==> config.mk <==
export PLATFORM = sky130hd
export DESIGN_NAME = bbus_seq_mux
export DESIGN_NICKNAME = d
export VERILOG_FILES = /design/src/rtl/bbus_seq_mux.sv
export SDC_FILE = /design/constraint.sdc
export NUM_CORES = 1
export LEC_CHECK = 0
export CAP_MARGIN = 40
export CORE_MARGIN = 4
export CORE_UTILIZATION = 30
export DETAILED_ROUTE_END_ITERATION = 10
export PLACE_DENSITY_LB_ADDON = 0.12
export SLEW_MARGIN = 20
export SYNTH_ARGS = -nofsm -noshare
export SYNTH_HDL_FRONTEND = slang
export SYNTH_SLANG_ARGS = --single-unit
==> constraint.sdc <==
create_clock -name clk -period 2.41 [get_ports clk]
set_clock_uncertainty 0.1 [all_clocks]
set_input_delay 0.482 -clock clk [delete_from_list [all_inputs] [get_ports clk]]
set_output_delay 0.482 -clock clk [all_outputs]
set_load 0.02 [all_outputs]
==> src/rtl/bbus_seq_mux.sv <==
// B-bus source multiplexer: selects one of NSRC sources into a registered bus,
// zero/sign-extending narrow sources and inserting wait cycles for slow ones.
module bbus_seq_mux #(
    parameter int unsigned DATA_W      = 16,
    parameter int unsigned NARROW_W    = 8,
    parameter int unsigned NSRC        = 8,
    parameter logic [15:0] NARROW_MASK = 16'h0081,
    parameter logic [15:0] WAIT_MASK   = 16'h0081,
    parameter int unsigned MEM_WAIT    = 2,
    localparam int unsigned SEL_W      = $clog2(NSRC)
) (
    input  logic                   clk,
    input  logic                   rst_n,
    input  logic                   sel_valid,
    input  logic [SEL_W-1:0]       sel,
    input  logic                   sext,
    input  logic [NSRC*DATA_W-1:0] src_bus,
    output logic                   sel_ready,
    output logic [DATA_W-1:0]      B_bus,
    output logic                   bus_valid,
    output logic                   sel_err,
    output logic [SEL_W-1:0]       cur_sel
);

    localparam int unsigned CNT_W = 4;
    localparam logic [DATA_W-1:0] LOW_MASK = ~({DATA_W{1'b1}} << NARROW_W);

    typedef enum logic {
        IDLE = 1'b0,
        WAIT = 1'b1
    } state_e;

    state_e              state_q, state_d;
    logic [CNT_W-1:0]    cnt_q, cnt_d;
    logic [DATA_W-1:0]   bus_q, bus_d;
    logic                valid_q, valid_d;
    logic                err_q, err_d;
    logic [SEL_W-1:0]    cur_sel_q, cur_sel_d;
    logic                sext_q, sext_d;

    logic [DATA_W-1:0]   src_w [NSRC];
    logic                sel_in_range;
    logic                sel_waits;

    always_comb begin
        for (int unsigned i = 0; i < NSRC; i++) begin
            src_w[i] = src_bus[i*DATA_W +: DATA_W];
        end
    end

    function automatic logic mask_at(input logic [15:0] m, input logic [SEL_W-1:0] idx);
        logic r;
        r = 1'b0;
        for (int unsigned i = 0; i < NSRC; i++) begin
            if (32'(idx) == i) r = m[i];
        end
        return r;
    endfunction

    function automatic logic [DATA_W-1:0] pick(input logic [SEL_W-1:0] idx);
        logic [DATA_W-1:0] r;
        r = '0;
        for (int unsigned i = 0; i < NSRC; i++) begin
            if (32'(idx) == i) r = src_w[i];
        end
        return r;
    endfunction

    // Narrow sources keep their low NARROW_W bits and pad above with zeros or the sign bit.
    function automatic logic [DATA_W-1:0] extend(input logic [DATA_W-1:0] w,
                                                 input logic narrow, input logic sx);
        logic [DATA_W-1:0] r;
        r = w;
        if (narrow) begin
            r = (w & LOW_MASK) | ((sx && w[NARROW_W-1]) ? ~LOW_MASK : '0);
        end
        return r;
    endfunction

    assign sel_in_range = (32'(sel) < NSRC);
    assign sel_waits    = mask_at(WAIT_MASK, sel) && (MEM_WAIT != 0);

    always_ff @(posedge clk or negedge rst_n) begin
        if (!rst_n) begin
            state_q   <= IDLE;
            cnt_q     <= '0;
            bus_q     <= '0;
            valid_q   <= 1'b0;
            err_q     <= 1'b0;
            cur_sel_q <= '0;
            sext_q    <= 1'b0;
        end else begin
            state_q   <= state_d;
            cnt_q     <= cnt_d;
            bus_q     <= bus_d;
            valid_q   <= valid_d;
            err_q     <= err_d;
            cur_sel_q <= cur_sel_d;
            sext_q    <= sext_d;
        end
    end

    always_comb begin
        state_d   = state_q;
        cnt_d     = cnt_q;
        bus_d     = bus_q;
        valid_d   = 1'b0;
        err_d     = 1'b0;
        cur_sel_d = cur_sel_q;
        sext_d    = sext_q;
        case (state_q)
            IDLE: begin
                if (sel_valid) begin
                    if (!sel_in_range) begin
                        err_d = 1'b1;
                    end else if (!sel_waits) begin
                        bus_d     = extend(pick(sel), mask_at(NARROW_MASK, sel), sext);
                        valid_d   = 1'b1;
                        cur_sel_d = sel;
                    end else begin
                        cur_sel_d = sel;
                        sext_d    = sext;
                        cnt_d     = CNT_W'(MEM_WAIT - 1);
                        state_d   = WAIT;
                    end
                end
            end
            WAIT: begin
                // The source is sampled on the final wait edge, not at accept.
                if (cnt_q != '0) begin
                    cnt_d = cnt_q - 1'b1;
                end else begin
                    bus_d   = extend(pick(cur_sel_q), mask_at(NARROW_MASK, cur_sel_q), sext_q);
                    valid_d = 1'b1;
                    state_d = IDLE;
                end
            end
            default: state_d = IDLE;
        endcase
    end

    assign sel_ready = (state_q == IDLE);
    assign B_bus     = bus_q;
    assign bus_valid = valid_q;
    assign sel_err   = err_q;
    assign cur_sel   = cur_sel_q;

endmodule

==> impl_results.md, run 1 <==
* Slew @ Worst Pin at slightly below 0.6 ns
* Initial Utilization at 0.310
* Total chip power at 4.61 mW
* Multi-input logic area at between 0.002 and 0.003 mm2
* Synthesized area at 0.00358 mm2
* Post-Syn Instances at 412
* Vias per cell at 5.71
* Post-synth EDFFs at 0
* Pleak at 2.18 nW
* Mean Syn Cell Area at 8.70 um2
* Pin count of the biggest net entering global routing at 27
* Layout area overhead at 49.3%
* Commonest register cell after synthesis: dfrtp_1
* Clk slew on worst S/H paths at 0.08 ns
* Hold Buf Count CTS at 0
* Met2 usage at 0.351
* GR Layer Usage met1 at 0.257
* Drt pass-1 iters at 7
* Gr usage total at 0.204
* Die W at 117 um
* GRT Max-Usage Layer: met2
* Yosys reg bits at 26
* Root Driver: clkbuf_16
* Met3 Usage GRT at 0.0433
* Core Util, Final at 0.463
* Crit path required time at 1.83 ns
* Final std cells w/o fill at 701
* Antenna cells at 0
* Relative slew slack at 0.605
* Kind of end point of the critical path: output port
* H-tree depth at 1
* Worst hold margin at 0.388 ns
* Die area at 0.0138 mm2
* Synth top area share at 0.182
* Crit Path Category: flip-flop to output port
* # IOs at 157
* Final critical delay including setup and external delays at 2.30 ns
* Mapped Nets at 549
* Max FO, Critical Path at 25
* Vias in the first global route at 4316
* Initial antenna violation count at 0
* Setup TNS at 0 ns
* Max IR drop VDD at 434 uV
* Final Max Tran Viols at 0
* Critical-path cell list: clkdlybuf4s50_1
* WP data arrival at 1.72 ns
* Drt drc at 0
* Post-DP HPWL at 11100 um
* Layout cells sized above 1 at 0.143
* Cell family with most CP delay: flip-flops
* GP Congestion at 0.828
* Input/output buffers at approximately 160
* Total gr overflow at 0
* Period utilization at 0.956
* Synth Warn # at 0
* Worst path bufs/invs at 1
* Fillers at 1130
* Clock buffer depth at 2
* Antenna viol nets, final at 0
* CP max-delay cell: dfrtp_2
* CTS sink count at 26
* Setup crit start kind: flip-flop
* RSZ-0062 raised after global routing: false
* Die height at 117 um
* Placed Cells at 697
* Final layout net count at approximately 700
* Yosys top cell by area: dfrtp_1
* Final Hold Viols at 0
* Ys async rst share at 1.00
* Post-CTS Resized at 0
* Routed WL at 14600 um
* TritonCTS clock tree: built
* Final setup fails at 0
* Postcts setup bufs at 0
* Rows at 39
* Synth top area cells: dfrtp_1 (18%), mux2i_1 (17%), mux4_2 (5.0%)
* Slowest stage delay, CP at 0.74 ns
* Clock Latency Late Sink at roughly 0.27 ns
* Num CTS Buffers at 3
* Max Fclk at 434 MHz
* Initial drt markers at around 250
* Outcome: finished clean
* DR WL/cell at 20.8 um
* Core area at 0.0116 mm2
* Register area share after synthesis at 0.182
* Hold Crit Class: flip-flop to flip-flop
* Vias at 4005
* Max-cap violation count at 0
* Synth cell types at 58
* First-pass GRT wire length at around 23000 um
* PwrDens at about 860 mW/mm2
* FF+latch area at roughly 650 um2
## flip-flops by register name, summed over array words and instances (netlist names)
register   flops
B_bus         16
cnt_q          4
cur_sel        3
bus_valid      1
state_q        1
sext_q         1
## stage by stage
stage               cell area (um2)  setup slack [ns]
global placement               5260             0.182
global route                   5350            0.0553
CTS                            5350            0.0911
floorplan                      3580             0.527
detailed placement             5260             0.124
finish                         5350             0.105
## power breakdown
| part | leakage (nW) | switching (mW) | internal (mW) | total [mW] |
|---|---|---|---|---|
| clock | 0.0442 | 0.176 | 0.255 | 0.432 |
| combinational | 1.84 | 1.67 | 1.61 | 3.28 |
| sequential | 0.304 | 0.242 | 0.654 | 0.896 |
| total | 2.18 | 2.09 | 2.52 | 4.61 |
## cell usage after synthesis, types with 2 or more instances
| library cell | number |
|---|---|
| mux2i_1 | 60 |
| nand2_1 | 37 |
| a21oi_1 | 35 |
| dfrtp_1 | 26 |
| nor2_1 | 22 |
| buf_2 | 19 |
| o21ai_0 | 18 |
| o211ai_1 | 14 |
| a221oi_1 | 13 |
| mux2_2 | 13 |
| clkbuf_1 | 11 |
| nand2b_1 | 10 |
| a211oi_1 | 9 |
| mux2_1 | 9 |
| mux4_2 | 8 |
| nand3_1 | 8 |
| a22o_1 | 7 |
| o211a_1 | 7 |
| o21ai_1 | 7 |
| o31ai_2 | 7 |
| a211o_1 | 6 |
| a22oi_1 | 6 |
| buf_4 | 6 |
| buf_6 | 5 |
| inv_1 | 4 |
| nor2b_1 | 4 |
| nand3b_1 | 3 |
| and3_1 | 2 |
| and3b_1 | 2 |
| buf_12 | 2 |
| ha_1 | 2 |
| nor3_1 | 2 |
| nor4_1 | 2 |
| o31ai_1 | 2 |
## layout by cell type (no fill, tap or decap), drive strengths merged, types with 3 or more instances in the layout
| master | netlist | layout |
|---|---|---|
| o31ai | 9 | 9 |
| inv | 5 | 5 |
| a211o | 6 | 6 |
| nand3b | 3 | 3 |
| mux2 | 22 | 22 |
| nand3 | 8 | 8 |
| buf | 34 | 35 |
| o21ai | 25 | 25 |
| a22oi | 6 | 6 |
| a21oi | 35 | 35 |
| a211oi | 9 | 9 |
| a22o | 7 | 7 |
| nor2 | 22 | 22 |
| o211ai | 14 | 14 |
| dfrtp | 26 | 26 |
| nand2 | 37 | 37 |
| mux4 | 9 | 9 |
| clkbuf | 11 | 4 |
| nand2b | 10 | 10 |
| o211a | 7 | 7 |
| a221oi | 13 | 13 |
| and3 | 3 | 3 |
| mux2i | 60 | 60 |
| nor2b | 4 | 4 |
| clkdlybuf4s50 | 0 | 152 |
## worst register-to-register path: stages, from the launching register on
cell and delay [ns]:
dfrtp_2 0.74, buf_4 0.29, mux2_1 0.33, a221oi_1 0.30
o211a_1 0.22, o31ai_2 0.06
## routing by layer
| layer | part of all wire | vias to the layer above |
|---|---|---|
| li1 | - | 1869 |
| met5 | 0 | - |
| met3 | 0.068 | 22 |
| met1 | 0.44 | 1935 |
| met2 | 0.47 | 179 |
| met4 | 0.020 | 0 |
## worst paths after layout
path                                     endpoint              startpoint  slack (ns)  depth (start not counted)
min                          B_bus[9]$_DFFE_PN0P_    B_bus[9]$_DFFE_PN0P_        0.39                          2
max                                    cur_sel[2]  cur_sel[2]$_DFFE_PN0P_        0.11                          1
max in group asynchronous  cur_sel[2]$_DFFE_PN0P_                   rst_n        1.39                          2
max reg2reg                  B_bus[9]$_DFFE_PN0P_  cur_sel[2]$_DFFE_PN0P_        0.27                          5
min in group asynchronous   B_bus[13]$_DFFE_PN0P_                   rst_n        0.50                          2
min reg2reg                  B_bus[9]$_DFFE_PN0P_    B_bus[9]$_DFFE_PN0P_        0.39                          2
## cell type report
class | count | area share
Multi-Input combinational cell | 336 | 0.490
Timing Repair Buffer | 187 | 0.334
Sequential cell | 26 | 0.122
Tap cell | 143 | 0.0334
Clock buffer | 4 | 0.0166
Inverter | 5 | 0.00351
## kinds of logic after synthesis
logic type	count (synthesis)	share of synthesized area
other	1	0.00105
adders and majority gates	2	0.00698
and+or+nand+nor	100	0.143
DFF	26	0.181
xor gates and xnor gates	2	0.00489
muxes	91	0.294
AOI/OAI and AO/OA	140	0.281
buffers and inverters	50	0.0880
Power figures use the tool's default switching activity.
==> inputs of run 2 (changes only) <==
CAP_MARGIN = 20   (was 40)
==> results of run 2 <==
No change in the layout: final DEF, timing and power equal those of run 1.
